$ cat config.mk
export PLATFORM = sky130hd
export DESIGN_NAME = tt_bist_harness
export DESIGN_NICKNAME = d
export VERILOG_FILES = /design/src/rtl/tt_bist_harness.sv
export SDC_FILE = /design/constraint.sdc
export NUM_CORES = 1
export LEC_CHECK = 0
export BUFFER_PORTS_ARGS = -buffer_cell sky130_fd_sc_hd__buf_2
export CAP_MARGIN = 30
export CORE_UTILIZATION = 36
export DETAILED_ROUTE_END_ITERATION = 10
export PLACE_DENSITY_LB_ADDON = 0.08
export RECOVER_POWER = 50
export SLEW_MARGIN = 20
export SYNTH_ARGS = -nofsm -noshare
export SYNTH_HDL_FRONTEND = slang
export SYNTH_SLANG_ARGS = --single-unit
$ cat constraint.sdc
create_clock -name clk -period 2.44 [get_ports clk]
set_input_delay 0.244 -clock clk [delete_from_list [all_inputs] [get_ports clk]]
set_output_delay 0.244 -clock clk [all_outputs]
set_load 0.02 [all_outputs]
$ cat src/rtl/tt_bist_harness.sv
// On-chip BIST harness: Galois LFSR stimulus, MISR response compaction, golden compare.
// Latency: run takes NUM_PATTERNS+LATENCY busy cycles plus one DONE cycle; pass valid after done.
// Backpressure: none; ena=0 freezes every register, start is honoured only in IDLE.
// Optional feature macro: BIST_STICKY_FAIL_EN (sticky fail flag held until reset).
module tt_bist_harness #(
  parameter int          DATA_W       = 8,
  parameter int          RESP_W       = 8,
  parameter int          SIG_W        = 16,
  parameter int          NUM_PATTERNS = 256,
  parameter int          LATENCY      = 1,
  parameter logic [DATA_W-1:0] LFSR_POLY = 8'hB8,
  parameter logic [DATA_W-1:0] LFSR_SEED = 8'h01,
  parameter logic [SIG_W-1:0]  MISR_POLY = 16'h1021
) (
  input  logic              clk,
  input  logic              rst_n,
  input  logic              ena,
  input  logic              start,
  input  logic [SIG_W-1:0]  golden,
  input  logic [RESP_W-1:0] resp_in,
  output logic [DATA_W-1:0] stim_out,
  output logic              busy,
  output logic              done,
  output logic              pass,
  output logic [SIG_W-1:0]  signature,
  output logic              fail_sticky
);

  localparam int CNT_W = $clog2(NUM_PATTERNS + LATENCY + 1);
  // An all-zero seed would lock the LFSR at zero, so it is promoted to 1.
  localparam logic [DATA_W-1:0] SEED_EFF = (LFSR_SEED == '0) ? DATA_W'(1) : LFSR_SEED;

  typedef enum logic [1:0] {S_IDLE, S_RUN, S_DONE} state_t;

  state_t             r_state;
  state_t             w_state_nxt;
  logic [DATA_W-1:0]  r_lfsr;
  logic [SIG_W-1:0]   r_sig;
  logic [CNT_W-1:0]   r_cnt;
  logic               r_pass;
  logic               w_launch;
  logic               w_busy;
  logic               w_done;
  logic               w_last;
  logic               w_stim_act;
  logic               w_compact;
  logic [DATA_W-1:0]  w_lfsr_nxt;
  logic [SIG_W-1:0]   w_sig_nxt;

  assign w_last     = (r_cnt == CNT_W'(NUM_PATTERNS + LATENCY - 1));
  assign w_stim_act = w_busy && (r_cnt < CNT_W'(NUM_PATTERNS));
  // Responses only become meaningful once the DUT pipeline has filled.
  assign w_compact  = (r_cnt >= CNT_W'(LATENCY));
  assign w_lfsr_nxt = (r_lfsr >> 1) ^ (r_lfsr[0] ? LFSR_POLY : '0);
  assign w_sig_nxt  = {r_sig[SIG_W-2:0], 1'b0} ^ (r_sig[SIG_W-1] ? MISR_POLY : '0)
                    ^ SIG_W'(resp_in);

  // State register; ena low holds the FSM in place.
  always_ff @(posedge clk or negedge rst_n) begin
    if (!rst_n) begin
      r_state <= S_IDLE;
    end else if (ena) begin
      r_state <= w_state_nxt;
    end
  end

  // Next-state and state-decoded control.
  always_comb begin
    w_state_nxt = r_state;
    w_launch    = 1'b0;
    w_busy      = 1'b0;
    w_done      = 1'b0;
    case (r_state)
      S_IDLE: begin
        if (start) begin
          w_state_nxt = S_RUN;
          w_launch    = 1'b1;
        end
      end
      S_RUN: begin
        w_busy = 1'b1;
        if (w_last) w_state_nxt = S_DONE;
      end
      S_DONE: begin
        w_done      = 1'b1;
        w_state_nxt = S_IDLE;
      end
      default: w_state_nxt = S_IDLE;
    endcase
  end

  // Datapath: LFSR, MISR, pattern counter and the pass verdict.
  always_ff @(posedge clk or negedge rst_n) begin
    if (!rst_n) begin
      r_lfsr <= SEED_EFF;
      r_sig  <= '0;
      r_cnt  <= '0;
      r_pass <= 1'b0;
    end else if (ena) begin
      if (w_launch) begin
        r_lfsr <= SEED_EFF;
        r_sig  <= '0;
        r_cnt  <= '0;
        r_pass <= 1'b0;
      end
      if (w_busy) begin
        r_cnt <= r_cnt + 1'b1;
        if (w_stim_act) r_lfsr <= w_lfsr_nxt;
        if (w_compact)  r_sig  <= w_sig_nxt;
      end
      if (w_done) r_pass <= (r_sig == golden);
    end
  end

`ifdef BIST_STICKY_FAIL_EN
  logic r_fail;

  // Any mismatching run latches the failure until the next reset.
  always_ff @(posedge clk or negedge rst_n) begin
    if (!rst_n) begin
      r_fail <= 1'b0;
    end else if (ena && w_done && (r_sig != golden)) begin
      r_fail <= 1'b1;
    end
  end

  assign fail_sticky = r_fail;
`else
  assign fail_sticky = 1'b0;
`endif

  assign stim_out  = w_stim_act ? r_lfsr : '0;
  assign busy      = w_busy;
  assign done      = w_done;
  assign pass      = r_pass;
  assign signature = r_sig;

endmodule

==> flow_summary.ini, run 1 <==
[floorplan]
coreArea_sq_um = 5200
row_count = 26
ioPinCount = 56
dieArea_sq_um = 5820
die_w_microns = 76.3
die_h_microns = 76.3
initial_core_util = 0.382

[worst_setup_path]
cp_max_fo = 10
criticalPathCategory = reg -> out
end_kind = primary output
worstPathArrival_ns = 1.68
start_kind = flop
critPathRequiredTime_ns = 2.20

[sta]
slew_headroom = -0.281
clock_skew_ns = 0.00867
grt_setup_unrepaired = no
finalMaxSlewViolations = 37
finalSetupViolCount = 0
setup-tns-final_ns = 0
fin_crit_ns = 1.92
fmax_mhz = 520
hold_viol = 0
finalCritPeriodShare = 0.788
worst_slack_ns = 0.517
tightest_slew_ns = 1.92

[synthesis]
synth_edf_count = 0
yosys.area.top_type = dfrtp_1
synth_ff_type = dfrtp_1
synth_area_leaders = dfrtp_1 (44%), xnor2_1 (14%), nand3_1 (6.8%)
synth-seq-area-share = 0.454
ys_async_sr_fraction = 1.00
synth_top_area_frac = 0.441
yosys_warnings = 0
syn-num-nets = 240
synthCells = 209
syn_area_per_cell_sq_um = 9.51
yosysMostFrequentCell = dfrtp_1
synth.distinct_cells = 36
ys_ff_latch = 36
synth_common_cells = dfrtp_1 (35), xnor2_1 (31), nand3_1 (27), nand2_1 (18), o21ai_1 (18)
syn_area_sq_um = 1990

[cts]
path_clk_slew_ns = 0.08
clk_path_buf_depth = 2
cts_setup_buffers = 0
cts_num_sinks = 36
cts_tree = yes
cts_resized = 0
postCtsHoldBufs = 0
insertion_delay_ns = 0.29
h-tree-depth = 2
numCtsBuffers = 5
cts_root_buffer = clkbuf_8

[min_path]
worst_hold_path_type = in -> reg

[power]
vdd_drop_max_mv = 0.543
p_leak_nw = 1.04
powerDensity_nw_per_um2 = 1180

[route]
drtPass1Iterations = 5
vias_per_cell = 4.82
wire_per_inst_microns = 12.8
num_vias = 1594
drtIter0Drc = 52
wirelength_mm = 4.23
drcViolationCount = 0
antenna_left = 0

[layout]
diodes = 0
nets = 291
drive_gt1_frac = 0.222
syn_to_final_growth_pct = 20.0
nFillCells = 525

[placed_design]
dp_worst_setup_slack_ns = 0.680
hpwl_mm = 3.07
portBuffers = 54
globalplace.congestion = 0.777

[global_route]
grtUsageTotal = 0.155
grt_max_degree = 37
antenna_found_initial = 0
grt_pass1_wl_mm = 7.02
grt-ovfl-total = 0
first_global_vias = 1427

[outcome]
status = finished with violations
violations = capacitance limit, slew limit

[flow_run]
max_cap_violations = 1
-- power breakdown --
group / internal (mW) / leakage (nW) / total [mW] / switching (mW)
Combinational: 0.495 / 0.531 / 1.16 / 0.668
Clock: 0.302 / 0.0541 / 0.517 / 0.214
Sequential: 0.835 / 0.457 / 1.14 / 0.303
Total: 1.63 / 1.04 / 2.82 / 1.18
-- cells by family (layout without fill, tap and decap cells) --
group | Yosys count | count (layout) | synth area share
AO/OA/AOI/OAI | 29 | 29 | 0.0888
XOR/XNOR | 35 | 35 | 0.154
adder cells (fa/ha/maj) | 3 | 3 | 0.0189
buffers and inverters | 21 | 73 | 0.0504
flip-flops | 36 | 36 | 0.454
other | 1 | 1 | 0.00189
AND/OR/NAND/NOR | 84 | 84 | 0.232
-- cells in the final DEF, fill, tap and decap left out, drive strengths merged, types with 3 or more instances in the layout --
cell type	instances
o21ai	22
nand4	7
xor2	4
ha	3
inv	10
nand3	27
clkbuf	19
xnor2	31
nor3	4
and2	9
dfrtp	35
buf	41
nand2	18
nor2	8
-- final timing paths --
| kind | start | to | slack (ns) | depth (start not counted) |
|---|---|---|---|---|
| min in group asynchronous | rst_n | r_lfsr[3]$_DFFE_PN0P_ | 0.47 | 1 |
| min reg2reg | r_lfsr[3]$_DFFE_PN0P_ | r_lfsr[2]$_DFFE_PN0P_ | 0.50 | 2 |
| max reg2reg | r_cnt[1]$_DFFE_PN0P_ | signature[0]$_DFFE_PN0P_ | 0.66 | 6 |
| min | resp_in[2] | signature[2]$_DFFE_PN0P_ | 0.24 | 3 |
| max | r_state[0]$_DFFE_PN0P_ | stim_out[7] | 0.52 | 3 |
| max in group asynchronous | rst_n | r_cnt[4]$_DFFE_PN0P_ | 0.85 | 1 |
-- sequential cells by signal, summed over array words and instances, names as in the netlist --
signal and cells:
r_state 2, signature 16, r_cnt 9, r_lfsr 8
pass 1
-- per-layer routing --
metal / wire length [microns] / share of wire / GRT usage
met1: 2070 / 0.49 / 0.209
met2: 1910 / 0.45 / 0.232
met3: 181 / 0.043 / 0.0383
met4: 69 / 0.016 / 0.0731
met5: 0 / 0 / 0
-- critical path, cell delays in order (launching register included) --
cell	delay [ns]
dfrtp_1	0.52
nor3b_2	0.51
and2_1	0.20
buf_2	0.16
-- through the flow --
| step | area, sq um | hold WS, ns | util | instances | total power [mW] |
|---|---|---|---|---|---|
| finish | 2380 | 0.236 | 0.458 | 331 | 2.82 |
| global route | 2380 | 0.236 | 0.458 | 331 | 3.05 |
| CTS | 2400 | 0.0614 | 0.461 | 331 | 2.88 |
| detailed placement | 2290 | 0.381 | 0.440 | 323 | 2.35 |
| global placement | 2290 | 0.392 | 0.440 | 323 | 2.34 |
| floorplan | 1990 | -0.0516 | - | 209 | 1.99 |
-- layout make-up --
class                           instances  area, sq um  share of cell area
Clock buffer                            5         68.8              0.0289
Sequential cell                        36          902               0.378
Tap cell                               70         87.6              0.0367
Clock inverter                          3         42.5              0.0178
Multi-Input combinational cell        152          985               0.413
Inverter                               10         37.5              0.0157
Timing Repair Buffer                   55          260               0.109
(Power assumes the default switching activity.)
==> run 2, diff against run 1 <==
- clock period: 2.44 -> 1.55 ns (I/O delays scaled with it)
==> run 2 against run 1 <==
  * The flow now finishes without violations
  * Hold slack lost 0.094 ns
  * Register-to-register slack got worse by 0.55 ns
  * Via count rose by 3.4%
  * First-iteration DRC count grew 5.8%
  * Design area rose by 11%
  * Clock power increased by 35%
  * Critical path depth unchanged
  * Total power grew 71%
  * Cell count is 4.8% higher
  * Combinational power is 100% higher
  * Clock-buffer cell count grew 1
  * Sequential share of layout area decreased by 3.6 points
==> flow_summary.ini, run 2 (synthesized netlist as in run 1, its figures left out) <==
[floorplan]
dieArea_sq_um = 5820
row_count = 26
die_h_microns = 76.3
ioPinCount = 56
initial_core_util = 0.382
die_w_microns = 76.3
coreArea_sq_um = 5200

[sta]
clock_skew_ns = 0.00546
fmax_mhz = 668
slew_headroom = 0.399
worst_slack_ns = 0.0525
hold_viol = 0
tightest_slew_ns = 0.902
finalCritPeriodShare = 0.966
finalMaxSlewViolations = 0
fin_crit_ns = 1.50
whs_ns = 0.143
setup-tns-final_ns = 0
finalSetupViolCount = 0
grt_setup_unrepaired = yes

[outcome]
status = finished, final reports clean

[worst_setup_path]
critPathRequiredTime_ns = 1.39
worstPathArrival_ns = 1.34
criticalPathCategory = reg -> out
end_kind = primary output
cp_max_fo = 5
start_kind = flop

[global_route]
first_global_vias = 1562
grt-ovfl-total = 0
grt_pass1_wl_mm = 7.60
grt_max_degree = 37
antenna_found_initial = 0
grtUsageTotal = 0.166

[power]
pwr-share-seq = 0.372
clkPwrFrac = 0.145
p_int_mw = 2.79
powerDensity_nw_per_um2 = 1820
vdd_drop_max_mv = 0.772
switchingPower_mw = 2.02
swShare = 0.420
power_frac_comb = 0.483
p_leak_nw = 1.17

[layout]
diodes = 0
nets = 307
syn_to_final_growth_pct = 33.1
drive_gt1_frac = 0.310
final_common_cell = buf_2
layout_common_cells = buf_2 (37), dfrtp_1 (32), xnor2_1 (31), nand3_1 (27), nand2_1 (18)
largest_reg_flops = 16

[route]
wire_per_inst_microns = 13.7
drtIter0Drc = 55
wirelength_mm = 4.76
antenna_left = 0
vias_per_cell = 4.75
drcViolationCount = 0
drtPass1Iterations = 4
num_vias = 1648

[flow_run]
max_cap_violations = 0

[placed_design]
globalplace.congestion = 0.756
dp_worst_setup_slack_ns = -0.0190
portBuffers = 54
hpwl_mm = 3.24

[cts]
insertion_delay_ns = 0.29
clk_path_buf_depth = 2
cts_tree = yes
cts_root_buffer = clkbuf_8
numCtsBuffers = 5
path_clk_slew_ns = 0.07
h-tree-depth = 2
cts_num_sinks = 36

[min_path]
worst_hold_path_type = in -> reg
[run 2: metrics by stage]
| stage | std cells | power (mW) | instance area (sq um) | util |
|---|---|---|---|---|
| 6_report | 347 | 4.81 | 2640 | 0.508 |
| 5_1_grt | 347 | 5.18 | 2640 | 0.508 |
| 4_1_cts | 342 | 4.56 | 2500 | 0.480 |
| 3_5_place_dp | 332 | 3.82 | 2370 | 0.455 |
| 3_3_place_gp | 332 | 3.79 | 2370 | 0.455 |
| 2_1_floorplan | 209 | 3.13 | 1990 | - |
[run 2: power by group through the flow]
stage | clock network (mW) | logic (mW) | registers [mW]
floorplan | 0 | 1.21 | 1.92
global placement | 0 | 2.02 | 1.78
detailed placement | 0 | 2.04 | 1.78
CTS | 0.718 | 2.07 | 1.77
global route | 0.749 | 2.57 | 1.87
finish | 0.699 | 2.33 | 1.79
[run 2: path summary, 6_finish.rpt]
path                                         from                        to  slack (ns)  depth (start not counted)
hold reg to reg             r_lfsr[3]$_DFFE_PN0P_     r_lfsr[2]$_DFFE_PN0P_        0.49                          2
max in group asynchronous                   rst_n      r_cnt[8]$_DFFE_PN0P_        0.33                          3
setup reg to reg           r_state[1]$_DFFE_PN0P_      r_cnt[8]$_DFFE_PN0P_        0.11                          4
hold / removal                         resp_in[2]  signature[2]$_DFFE_PN0P_        0.14                          3
setup / recovery             r_cnt[8]$_DFFE_PN0P_               stim_out[2]        0.05                          3
min in group asynchronous                   rst_n     r_lfsr[3]$_DFFE_PN0P_        0.60                          3
[run 2: metal layers]
metal	up-vias	global-route usage	wire length, microns
met5	-	0	0
met4	0	0.0635	72
met3	8	0.0371	177
met2	34	0.262	2110
met1	760	0.221	2400
li1	846	-	-
[run 2: worst max-delay path: stages, from the launching register on]
cell	delay, ns
dfrtp_2	0.48
nor3b_4	0.26
and2_1	0.17
buf_4	0.14
[run 2: repair_timing]
| item | CTS | global route |
|---|---|---|
| endpoints found under the hold margin | 35 | 0 |
| hold buffers | 1 | 0 |
| pin swaps | 0 | 12 |
| buffers inserted | 0 | 2 |
| endpoints found under the setup margin | 15 | 25 |
| resized for setup | 4 | 22 |
| cloned | 1 | 3 |
[run 2: final cells by class]
| cell class | instances | area [sq um] |
|---|---|---|
| repair buffers | 70 | 469 |
| inverters | 10 | 37.5 |
| well taps | 70 | 87.6 |
| fillers | 527 | 2560 |
| clock inverters | 2 | 10.0 |
| clock buffers | 6 | 82.6 |
| multi-input cells | 153 | 1050 |
| flip-flops and latches | 36 | 906 |
==> run 3, diff against run 2 <==
==> constraint.sdc (replaced) <==
create_clock -name clk -period 1.55 [get_ports clk]
set_input_delay 0.0775 -clock clk [delete_from_list [all_inputs] [get_ports clk]]
set_output_delay 0.0775 -clock clk [all_outputs]
set_load 0.02 [all_outputs]
==> run 3 against run 2 <==
  * First-iteration DRC count rose by 22%
  * Cell count fell by 0.86%
  * Sequential share of layout area rose by 0.98 points
  * Total power fell by 3.1%
  * Largest cell class unchanged
==> flow_summary.ini, run 3 (synthesized netlist as in run 1, its figures left out) <==
[worst_setup_path]
worstPathArrival_ns = 1.67
start_kind = flop
slowest_stage = dfrtp_1
end_kind = flop
cp_max_fo = 8
cp_num_buf_inv = 1
max_stage_delay_ns = 0.43
cp_top_family = flip-flops
crit_chain = ha_2 -> nor4_2 -> a31o_4 -> clkbuf_16 -> nand3_1 -> o21ai_1
criticalPathCategory = reg -> reg
critPathRequiredTime_ns = 1.76

[cts]
insertion_delay_ns = 0.28
cts_root_buffer = clkbuf_8
h-tree-depth = 2
numCtsBuffers = 5
cts_tree = yes
clk_path_buf_depth = 2
path_clk_slew_ns = 0.08
cts_num_sinks = 36

[sta]
finalSetupViolCount = 0
finalMaxSlewViolations = 0
grt_setup_unrepaired = no
fin_crit_ns = 1.46
finalCritPeriodShare = 0.944
fmax_mhz = 684
clock_skew_ns = 0.00618
tightest_slew_ns = 0.931
slew_headroom = 0.380
worst_slack_ns = 0.0876
hold_viol = 0
whs_ns = 0.0712
setup-tns-final_ns = 0

[global_route]
grt_pass1_wl_mm = 7.31
antenna_found_initial = 0
first_global_vias = 1485
grt_max_degree = 37
grt-ovfl-total = 0
grtUsageTotal = 0.158

[route]
wire_per_inst_microns = 13.8
drtIter0Drc = 67
drcViolationCount = 0
wirelength_mm = 4.75
vias_per_cell = 4.84
num_vias = 1666
antenna_left = 0
drtPass1Iterations = 6

[layout]
syn_to_final_growth_pct = 29.3
final_cell_area_sq_um = 2570
drive_gt1_frac = 0.277
diodes = 0
register_area_sq_um = 906
final_common_cell = buf_2
final_cells = 344
largest_reg_flops = 16
nFillCells = 505
multi_input_area_sq_um = 1040
finalCoreUtilization = 0.494
layout_common_cells = buf_2 (41), dfrtp_1 (32), xnor2_1 (31), nand3_1 (27)
nets = 305

[power]
vdd_drop_max_mv = 0.758
powerDensity_nw_per_um2 = 1810
power_mw = 4.66
p_leak_nw = 1.14

[flow_run]
max_cap_violations = 0

[outcome]
status = finished, final reports clean

[floorplan]
dieArea_sq_um = 5820
row_count = 26
die_h_microns = 76.3
initial_core_util = 0.382
die_w_microns = 76.3
ioPinCount = 56
coreArea_sq_um = 5200

[placed_design]
globalplace.congestion = 0.763
dp_worst_setup_slack_ns = -0.0260
hpwl_mm = 3.19
place_inst = 332
place_area_sq_um = 2370
portBuffers = 54

[min_path]
worst_hold_path_type = in -> reg
run 3: cell types whose count changed in the layout (fill, tap and decap cells not counted), moves of 2 or more:
cell	previous run	this run
buf_6	6	0
buf_2	37	41
buf_4	13	9
clkbuf_1	9	13
clkinv_2	2	0
run 3: report_power, final:
| group | switching, mW | internal, mW |
|---|---|---|
| sequential | 0.468 | 1.32 |
| combinational | 1.17 | 0.985 |
| clock | 0.329 | 0.396 |
| total | 1.96 | 2.70 |
run 3: worst register-to-register path: cells and delay by family, from the launching register on:
family                   cells  cell delay [ns]
flip-flops                   1             0.43
AO/OA/AOI/OAI                2             0.33
AND/OR/NAND/NOR              2             0.26
adder cells (fa/ha/maj)      1             0.20
buffers and inverters        1             0.17
run 3: final timing paths:
| check | slack (ns) | start | depth (start not counted) | end |
|---|---|---|---|---|
| setup / recovery | 0.09 | r_cnt[0]$_DFFE_PN0P_ | 6 | signature[8]$_DFFE_PN0P_ |
| hold / removal | 0.07 | resp_in[0] | 3 | signature[0]$_DFFE_PN0P_ |
| setup reg to reg | 0.09 | r_cnt[0]$_DFFE_PN0P_ | 6 | signature[8]$_DFFE_PN0P_ |
| hold reg to reg | 0.49 | r_lfsr[3]$_DFFE_PN0P_ | 2 | r_lfsr[2]$_DFFE_PN0P_ |
| max in group asynchronous | 0.38 | rst_n | 3 | r_cnt[8]$_DFFE_PN0P_ |
| min in group asynchronous | 0.55 | rst_n | 3 | r_state[0]$_DFFE_PN0P_ |
run 3: area by class of cell:
| type | count | share of cell area |
|---|---|---|
| flip-flops and latches | 36 | 0.352 |
| inverters | 10 | 0.0146 |
| repair buffers | 68 | 0.158 |
| multi-input cells | 153 | 0.403 |
| clock buffers | 7 | 0.0375 |
| well taps | 70 | 0.0341 |
run 3: per-layer routing:
metal  global-route usage  share of wire  up-vias  routed length (microns)
li1                     -              -      837                        -
met1                0.219           0.50      785                     2390
met2                0.248           0.45       39                     2120
met3               0.0323          0.042        5                      202
met4               0.0462         0.0067        0                       32
met5                    0              0        -                        0
run 3: repair_timing:
item / CTS / global route
pin swaps: 0 / 2
hold endpoints to repair: 35 / 0
gates resized for setup: 1 / 8
cloned: 0 / 3
endpoints found under the setup margin: 15 / 32
hold buffers: 1 / 0
buffers inserted: 0 / 1
